==> src/rtl/id_ex_stage_reg_if.sv <==
`default_nettype none
// ============================================================================
//  Module      : id_ex_stage_reg_if
//  Description : ID->EX bundle: decoded control, operands, flush/stall and
//                the bubble counter.
//  Revision    : 1.0
// ============================================================================
interface id_ex_stage_reg_if #(
    parameter int DATA_W = 32,
    parameter int CNT_W  = 16
);
    logic              id_reg_dest, id_branch, id_mem_read, id_mem_to_reg;
    logic              id_mem_write, id_alu_src, id_reg_write;
    logic [1:0]        id_alu_op;
    logic [DATA_W-1:0] id_pc_plus4, id_read_data1, id_read_data2, id_imm;
    logic [4:0]        id_rs, id_rt, id_rd;
    logic              flush;

    logic              ex_reg_dest, ex_branch, ex_mem_read, ex_mem_to_reg;
    logic              ex_mem_write, ex_alu_src, ex_reg_write;
    logic [1:0]        ex_alu_op;
    logic [DATA_W-1:0] ex_pc_plus4, ex_read_data1, ex_read_data2, ex_imm;
    logic [4:0]        ex_rs, ex_rt, ex_rd;
    logic              ex_valid;
    logic              stall_out;
    logic [CNT_W-1:0]  bubble_count;

    modport master (
        output id_reg_dest, id_branch, id_mem_read, id_mem_to_reg,
               id_mem_write, id_alu_src, id_reg_write, id_alu_op,
               id_pc_plus4, id_read_data1, id_read_data2, id_imm,
               id_rs, id_rt, id_rd, flush,
        input  ex_reg_dest, ex_branch, ex_mem_read, ex_mem_to_reg,
               ex_mem_write, ex_alu_src, ex_reg_write, ex_alu_op,
               ex_pc_plus4, ex_read_data1, ex_read_data2, ex_imm,
               ex_rs, ex_rt, ex_rd, ex_valid, stall_out, bubble_count
    );

    modport slave (
        input  id_reg_dest, id_branch, id_mem_read, id_mem_to_reg,
               id_mem_write, id_alu_src, id_reg_write, id_alu_op,
               id_pc_plus4, id_read_data1, id_read_data2, id_imm,
               id_rs, id_rt, id_rd, flush,
        output ex_reg_dest, ex_branch, ex_mem_read, ex_mem_to_reg,
               ex_mem_write, ex_alu_src, ex_reg_write, ex_alu_op,
               ex_pc_plus4, ex_read_data1, ex_read_data2, ex_imm,
               ex_rs, ex_rt, ex_rd, ex_valid, stall_out, bubble_count
    );
endinterface
`default_nettype wire

==> src/rtl/id_ex_stage_reg.sv <==
`default_nettype none
// ============================================================================
//  Module      : id_ex_stage_reg
//  Description : ID/EX pipeline register with load-use bubble insertion.
//                Hazard detector built only when ID_EX_LOAD_USE_EN is defined.
//  Revision    : 1.0
// ============================================================================
module id_ex_stage_reg #(
    parameter int DATA_W = 32,
    parameter int CNT_W  = 16
) (
    input  logic             clk,
    input  logic             reset_n,
    id_ex_stage_reg_if.slave bus
);
    localparam int c_CTRL_W   = 9;
    localparam int c_MEM_READ = 6;

    // {reg_dest, branch, mem_read, mem_to_reg, mem_write, alu_src, reg_write, alu_op}
    logic [c_CTRL_W-1:0] w_id_ctrl;
    logic [c_CTRL_W-1:0] ctrl_d, ctrl_q;
    logic                valid_d, valid_q;
    logic [DATA_W-1:0]   pc_q, rd1_q, rd2_q, imm_q;
    logic [4:0]          rs_q, rt_q, rd_q;
    logic                w_stall;

    assign w_id_ctrl = {bus.id_reg_dest, bus.id_branch, bus.id_mem_read,
                        bus.id_mem_to_reg, bus.id_mem_write, bus.id_alu_src,
                        bus.id_reg_write, bus.id_alu_op};

    always_comb begin
        ctrl_d  = w_id_ctrl;
        valid_d = 1'b1;
        if (bus.flush || w_stall) begin
            ctrl_d  = '0;
            valid_d = 1'b0;
        end
    end

    // Operand/field registers load unconditionally; they are don't-care under a bubble.
    always_ff @(posedge clk or negedge reset_n) begin
        if (!reset_n) begin
            ctrl_q  <= '0;
            valid_q <= 1'b0;
            pc_q    <= '0;
            rd1_q   <= '0;
            rd2_q   <= '0;
            imm_q   <= '0;
            rs_q    <= '0;
            rt_q    <= '0;
            rd_q    <= '0;
        end else begin
            ctrl_q  <= ctrl_d;
            valid_q <= valid_d;
            pc_q    <= bus.id_pc_plus4;
            rd1_q   <= bus.id_read_data1;
            rd2_q   <= bus.id_read_data2;
            imm_q   <= bus.id_imm;
            rs_q    <= bus.id_rs;
            rt_q    <= bus.id_rt;
            rd_q    <= bus.id_rd;
        end
    end

`ifdef ID_EX_LOAD_USE_EN
    logic             w_uses_rt;
    logic             w_hazard;
    logic [CNT_W-1:0] bubble_d, bubble_q;

    assign w_uses_rt = !bus.id_alu_src || bus.id_mem_write;
    assign w_hazard  = ctrl_q[c_MEM_READ] && (rt_q != 5'd0) &&
                       ((rt_q == bus.id_rs) || (w_uses_rt && (rt_q == bus.id_rt)));
    // Flush wins: the redirected front end must not be held.
    assign w_stall   = w_hazard && !bus.flush;

    always_comb begin
        bubble_d = bubble_q;
        if (w_stall && (bubble_q != {CNT_W{1'b1}}))
            bubble_d = bubble_q + CNT_W'(1);
    end

    always_ff @(posedge clk or negedge reset_n) begin
        if (!reset_n)
            bubble_q <= '0;
        else
            bubble_q <= bubble_d;
    end

    assign bus.bubble_count = bubble_q;
`else
    assign w_stall          = 1'b0;
    assign bus.bubble_count = {CNT_W{1'b0}};
`endif

    assign bus.stall_out     = w_stall;
    assign bus.ex_reg_dest   = ctrl_q[8];
    assign bus.ex_branch     = ctrl_q[7];
    assign bus.ex_mem_read   = ctrl_q[6];
    assign bus.ex_mem_to_reg = ctrl_q[5];
    assign bus.ex_mem_write  = ctrl_q[4];
    assign bus.ex_alu_src    = ctrl_q[3];
    assign bus.ex_reg_write  = ctrl_q[2];
    assign bus.ex_alu_op     = ctrl_q[1:0];
    assign bus.ex_valid      = valid_q;
    assign bus.ex_pc_plus4   = pc_q;
    assign bus.ex_read_data1 = rd1_q;
    assign bus.ex_read_data2 = rd2_q;
    assign bus.ex_imm        = imm_q;
    assign bus.ex_rs         = rs_q;
    assign bus.ex_rt         = rt_q;
    assign bus.ex_rd         = rd_q;
endmodule
`default_nettype wire

==> src/flat_wrapper.sv <==
// flat-port wrapper written by rule: the top's interface ports become plain ports
module id_ex_stage_reg_flat 
#(
    parameter int DATA_W = 32,
    parameter int CNT_W  = 16
)
  (clk, reset_n, bus_id_reg_dest, bus_id_branch, bus_id_mem_read, bus_id_mem_to_reg, bus_id_mem_write, bus_id_alu_src, bus_id_reg_write, bus_id_alu_op, bus_id_pc_plus4, bus_id_read_data1, bus_id_read_data2, bus_id_imm, bus_id_rs, bus_id_rt, bus_id_rd, bus_flush, bus_ex_reg_dest, bus_ex_branch, bus_ex_mem_read, bus_ex_mem_to_reg, bus_ex_mem_write, bus_ex_alu_src, bus_ex_reg_write, bus_ex_alu_op, bus_ex_pc_plus4, bus_ex_read_data1, bus_ex_read_data2, bus_ex_imm, bus_ex_rs, bus_ex_rt, bus_ex_rd, bus_ex_valid, bus_stall_out, bus_bubble_count);
  id_ex_stage_reg_if #(.DATA_W(DATA_W), .CNT_W(CNT_W)) bus_i ();
  input  logic clk;
  input  logic reset_n;
  input wire logic [$bits(bus_i.id_reg_dest)-1:0] bus_id_reg_dest;
  input wire logic [$bits(bus_i.id_branch)-1:0] bus_id_branch;
  input wire logic [$bits(bus_i.id_mem_read)-1:0] bus_id_mem_read;
  input wire logic [$bits(bus_i.id_mem_to_reg)-1:0] bus_id_mem_to_reg;
  input wire logic [$bits(bus_i.id_mem_write)-1:0] bus_id_mem_write;
  input wire logic [$bits(bus_i.id_alu_src)-1:0] bus_id_alu_src;
  input wire logic [$bits(bus_i.id_reg_write)-1:0] bus_id_reg_write;
  input wire logic [$bits(bus_i.id_alu_op)-1:0] bus_id_alu_op;
  input wire logic [$bits(bus_i.id_pc_plus4)-1:0] bus_id_pc_plus4;
  input wire logic [$bits(bus_i.id_read_data1)-1:0] bus_id_read_data1;
  input wire logic [$bits(bus_i.id_read_data2)-1:0] bus_id_read_data2;
  input wire logic [$bits(bus_i.id_imm)-1:0] bus_id_imm;
  input wire logic [$bits(bus_i.id_rs)-1:0] bus_id_rs;
  input wire logic [$bits(bus_i.id_rt)-1:0] bus_id_rt;
  input wire logic [$bits(bus_i.id_rd)-1:0] bus_id_rd;
  input wire logic [$bits(bus_i.flush)-1:0] bus_flush;
  output wire logic [$bits(bus_i.ex_reg_dest)-1:0] bus_ex_reg_dest;
  output wire logic [$bits(bus_i.ex_branch)-1:0] bus_ex_branch;
  output wire logic [$bits(bus_i.ex_mem_read)-1:0] bus_ex_mem_read;
  output wire logic [$bits(bus_i.ex_mem_to_reg)-1:0] bus_ex_mem_to_reg;
  output wire logic [$bits(bus_i.ex_mem_write)-1:0] bus_ex_mem_write;
  output wire logic [$bits(bus_i.ex_alu_src)-1:0] bus_ex_alu_src;
  output wire logic [$bits(bus_i.ex_reg_write)-1:0] bus_ex_reg_write;
  output wire logic [$bits(bus_i.ex_alu_op)-1:0] bus_ex_alu_op;
  output wire logic [$bits(bus_i.ex_pc_plus4)-1:0] bus_ex_pc_plus4;
  output wire logic [$bits(bus_i.ex_read_data1)-1:0] bus_ex_read_data1;
  output wire logic [$bits(bus_i.ex_read_data2)-1:0] bus_ex_read_data2;
  output wire logic [$bits(bus_i.ex_imm)-1:0] bus_ex_imm;
  output wire logic [$bits(bus_i.ex_rs)-1:0] bus_ex_rs;
  output wire logic [$bits(bus_i.ex_rt)-1:0] bus_ex_rt;
  output wire logic [$bits(bus_i.ex_rd)-1:0] bus_ex_rd;
  output wire logic [$bits(bus_i.ex_valid)-1:0] bus_ex_valid;
  output wire logic [$bits(bus_i.stall_out)-1:0] bus_stall_out;
  output wire logic [$bits(bus_i.bubble_count)-1:0] bus_bubble_count;
  assign bus_i.id_reg_dest = bus_id_reg_dest;
  assign bus_i.id_branch = bus_id_branch;
  assign bus_i.id_mem_read = bus_id_mem_read;
  assign bus_i.id_mem_to_reg = bus_id_mem_to_reg;
  assign bus_i.id_mem_write = bus_id_mem_write;
  assign bus_i.id_alu_src = bus_id_alu_src;
  assign bus_i.id_reg_write = bus_id_reg_write;
  assign bus_i.id_alu_op = bus_id_alu_op;
  assign bus_i.id_pc_plus4 = bus_id_pc_plus4;
  assign bus_i.id_read_data1 = bus_id_read_data1;
  assign bus_i.id_read_data2 = bus_id_read_data2;
  assign bus_i.id_imm = bus_id_imm;
  assign bus_i.id_rs = bus_id_rs;
  assign bus_i.id_rt = bus_id_rt;
  assign bus_i.id_rd = bus_id_rd;
  assign bus_i.flush = bus_flush;
  assign bus_ex_reg_dest = bus_i.ex_reg_dest;
  assign bus_ex_branch = bus_i.ex_branch;
  assign bus_ex_mem_read = bus_i.ex_mem_read;
  assign bus_ex_mem_to_reg = bus_i.ex_mem_to_reg;
  assign bus_ex_mem_write = bus_i.ex_mem_write;
  assign bus_ex_alu_src = bus_i.ex_alu_src;
  assign bus_ex_reg_write = bus_i.ex_reg_write;
  assign bus_ex_alu_op = bus_i.ex_alu_op;
  assign bus_ex_pc_plus4 = bus_i.ex_pc_plus4;
  assign bus_ex_read_data1 = bus_i.ex_read_data1;
  assign bus_ex_read_data2 = bus_i.ex_read_data2;
  assign bus_ex_imm = bus_i.ex_imm;
  assign bus_ex_rs = bus_i.ex_rs;
  assign bus_ex_rt = bus_i.ex_rt;
  assign bus_ex_rd = bus_i.ex_rd;
  assign bus_ex_valid = bus_i.ex_valid;
  assign bus_stall_out = bus_i.stall_out;
  assign bus_bubble_count = bus_i.bubble_count;
  id_ex_stage_reg #(.DATA_W(DATA_W), .CNT_W(CNT_W)) u_core (.clk(clk), .reset_n(reset_n), .bus(bus_i));
endmodule
==> config.mk <==
export PLATFORM = sky130hd
export DESIGN_NAME = id_ex_stage_reg_flat
export DESIGN_NICKNAME = d
export VERILOG_FILES = /design/src/rtl/id_ex_stage_reg_if.sv /design/src/rtl/id_ex_stage_reg.sv /design/src/flat_wrapper.sv
export SDC_FILE = /design/constraint.sdc
export NUM_CORES = 1
export LEC_CHECK = 0
export ABC_AREA = 1
export ABC_CLOCK_PERIOD_IN_PS = 1080
export CAP_MARGIN = 20
export CORE_AREA = 5 5 124 126
export CTS_CLUSTER_SIZE = 24
export DETAILED_ROUTE_END_ITERATION = 10
export DIE_AREA = 0 0 129 131
export PLACE_DENSITY = 0.72
export SLEW_MARGIN = 5
export SYNTH_ARGS = -nofsm -noshare
export SYNTH_HDL_FRONTEND = slang
export SYNTH_SLANG_ARGS = --single-unit
==> constraint.sdc <==
create_clock -name clk -period 1.08 [get_ports clk]
set_input_delay 0.324 -clock clk [delete_from_list [all_inputs] [get_ports clk]]
set_output_delay 0.324 -clock clk [all_outputs]
set_load 0.01 [all_outputs]
# ---- Word level (Yosys, flattened, before mapping)
# Cells that the tools add are included.
dict set report totals {
  regBits 153
  inputBits 155
  output_inout_bits 170
  elab_cells 11
}
dict set report op_classes {
  mux 2
}
# cell count
set op_table {}
lappend op_table {{2-to-1 mux 9 bit} 1}
lappend op_table {{2-to-1 mux 1 bit} 1}

# ---- Logic depth before layout (Yosys ltp)
dict set report depth {
  word_depth 1
  depth_mapped 2
  ltp_nobuf 2
}

# ---- Worst setup path before layout
# Ideal clock, no wire load.
dict set report synth_timing {
  path_type {reg-to-output}
  startpoint {reg u_core.ctrl_q[0]}
  endpoint {out bus_ex_alu_op[0]}
  arrival_time_ps 376
  required_ps 756
  slack_ps 380
  path_stages_with_launch 1
  path_buffers 0
  path_cell_list {dfrtp_1}
}
# item line
set synth_lines {}
lappend synth_lines {{start, declared} id_ex_stage_reg.sv:21} ;# logic [c_CTRL_W-1:0] ctrl_d, ctrl_q;
lappend synth_lines {{start signal, assigned} id_ex_stage_reg.sv:53} ;# ctrl_q <= ctrl_d;
lappend synth_lines {{end, declared} flat_wrapper.sv:34} ;# output wire logic [$bits(bus_i.ex_alu_op)-1:0] bus_ex_alu_op;
# No word-level cell between the ends.

# ---- Worst setup path in the final report
dict set report layout_timing {
  startpoint {reg u_core.rd1_q[0] (netlist: u_core.bus.ex_read_data1[0])}
  endpoint {out bus_ex_read_data1[0]}
}
# item line
set layout_lines {}
lappend layout_lines {{start, declared} id_ex_stage_reg.sv:23} ;# logic [DATA_W-1:0] pc_q, rd1_q, rd2_q, imm_q;
lappend layout_lines {{start signal, assigned} id_ex_stage_reg.sv:56} ;# rd1_q <= bus.id_read_data1;
lappend layout_lines {{end, declared} flat_wrapper.sv:36} ;# output wire logic [$bits(bus_i.ex_read_data1)-1:0] bus_ex_read_data1;
# No word-level cell between the ends.

==> out/results.tsv <==
metric	value	unit
Iter 0 DRT Violations	66	
nets@finish	677	
Wirelength per Cell	17.8	microns
largest family of logic cells by synthesized area	buffers and inverters	
top cell type's share of synthesized area	94.7	%
CTS root buf	clkbuf_16	
Final min period	1.26	ns
syn avg cell area	21.2	sq um
Max clock buf depth	2	
final hold violation count	0	
pwr dens	1730	nW/um^2
core area	14200	sq um
ANT nets after route	0	
cell row count	44	
Compound-Gate Fraction of Synth Area	0	%
Hold WC Path Type	primary input to asynchronous set/reset pin	
DRC	0	
DRT Pass-1 Iters	4	
fmax	793	MHz
vias per std cell	3.74	
worst path bufs/invs	1	
count of input and output buffers	307	
period utilisation layout	117	%
most area-hungry cell type in the Yosys netlist	dfrtp_1	
Max Slew Vio Count	0	
Initial Utilization	28.5	%
num ports	325	
CP top delay family	flip-flops	
# setup viols final	153	
hpwl dp	10.3	mm
fin cells	719	
Sink Count	153	
Seq cells post-synth	153	
DIE AREA	16900	sq um
CTS buffer count	17	
Fillers	1184	
diode count	0	
share of cells above drive strength 1	35.9	%
GP Congestion	0.774	
vias in the first global route	2927	
routed vias	2688	
critical-path cell list	buf_2	
CTS tree	done	
Synth cell types	6	
Syn Inst Count	191	
CP startpoint	u_core.bus.ex_read_data1[0]$_DFF_PN0_	
Die Span X	129	microns
Util after Layout	53.6	%
CP peak stage delay	0.38	ns
failing checks	negative setup slack	
Setup TNS	-22.45	ns
CP required	0.76	ns
critical path class	flip-flop to output port	
Critical Path End Type	output port	
first-pass GRT wire length	17.6	mm
Mapped Area	4040	sq um
xor/xnor share of the synthesized area	0	%
pre-CTS setup slack	-0.158	ns
htree depth	4	
Crit Path Max Fanout	1	
post-synthesis mux area share	0	%
critical path's slowest cell	dfrtp_1	
area delta synth->final	88.3	%
Post-Synth Adder-Cell Area	0	%
unrepaired setup endpoints after global routing	yes	
dpl cells	686	
outcome	finished, violations left	
initial antenna violation count	1	
Post-CTS Setup Bufs	0	
kind of start point of the critical path	flip-flop	
max-cap violations	0	
slack of the critical path	-0.181	ns
VDD IR max	0.924	mV
simple-gate share of the synthesized area	0.836	%
GRT Total Usage	14.6	%
Seq/Total Area, Yosys	94.7	%
Synth Warn #	0	
Worst-path clk slew	0.06	ns
CP Data Arrival Time	0.94	ns
largest net degree at the start of global routing	39	
Total Wirelength	12.8	mm
total gr overflow	0	
die span in y	131	microns
synth top area cells	dfrtp_1 95%, buf_4 3.2%, inv_1 0.93%, nor2_1 0.84%, buf_6 0.28%	
Leak	0.00360	uW
area by class of cell:
type / instances / area (sq um) / share of cell area [%]
Sequential cell: 153 / 3830 / 50.3
Timing Repair Buffer: 314 / 2840 / 37.3
Clock buffer: 18 / 439 / 5.77
Tap cell: 184 / 230 / 3.02
Clock inverter: 14 / 140 / 1.84
Multi-Input combinational cell: 26 / 97.6 / 1.28
Inverter: 10 / 37.5 / 0.493
cells in the final DEF (no fill, tap or decap), drive strengths merged:
master	netlist	routed
buf	18	160
clkinv	0	5
nor2	9	9
clkbuf	0	18
inv	10	14
dfrtp	153	153
clkinvlp	0	4
conb	1	17
dlygate4sd3	0	1
bufinv	0	1
clkdlybuf4s50	0	153
path summary, 6_finish.rpt:
kind / endpoint / cells past startpoint
max: bus_ex_read_data1[0] / 1
min in group clk: u_core.bus.ex_pc_plus4[6]$_DFF_PN0_ / 1
max in group asynchronous: u_core.bus.ex_read_data1[7]$_DFF_PN0_ / 3
min: u_core.bus.ex_pc_plus4[7]$_DFF_PN0_ / 2
through the flow:
step	hold slack, ns	total power [uW]	instance area (sq um)
after detailed placement	0.199	7760	7350
after floorplan	0.0284	6460	4100
after CTS	0.323	13300	7380
after global routing	0.318	13700	7610
after global placement	0.197	7730	7350
final	0.339	13200	7610
Yosys cell counts:
cell     number
buf_6         1
nor2_1        9
buf_4        17
conb_1        1
dfrtp_1     153
inv_1        10
cells by family after synthesis:
kind of cell / Yosys count
other: 1
flip-flops: 153
AND/OR/NAND/NOR: 9
buffers and inverters: 28
repair_timing:
item                       4_1_cts  5_1_grt
hold endpoints to repair        16        0
hold buffers                     1        0
setup endpoints to repair      153      153
resized for setup              648       38
layer usage:
| metal | routed length [microns] | global-route usage [%] |
|---|---|---|
| met1 | 4070 | 14.8 |
| met2 | 7070 | 26.3 |
| met3 | 1480 | 6.67 |
| met4 | 163 | 5.62 |
| met5 | 0 | 0 |
registers in the layout, summed over array words and instances, names as in the netlist:
register	cells
u_core.bus.ex_read_data2	32
u_core.bus.ex_rs	5
u_core.ctrl_q	9
u_core.bus.ex_valid	1
u_core.bus.ex_rd	5
u_core.bus.ex_imm	32
u_core.bus.ex_read_data1	32
u_core.bus.ex_pc_plus4	32
u_core.bus.ex_rt	5
power by group:
part / internal (uW) / leakage [uW] / total (uW) / switching (uW)
sequential: 6020 / 0.00179 / 6120 / 101
clock: 3280 / 0.000273 / 5660 / 2380
combinational: 868 / 0.00153 / 1400 / 533
Note: power is estimated with default switching activity, not from simulation.
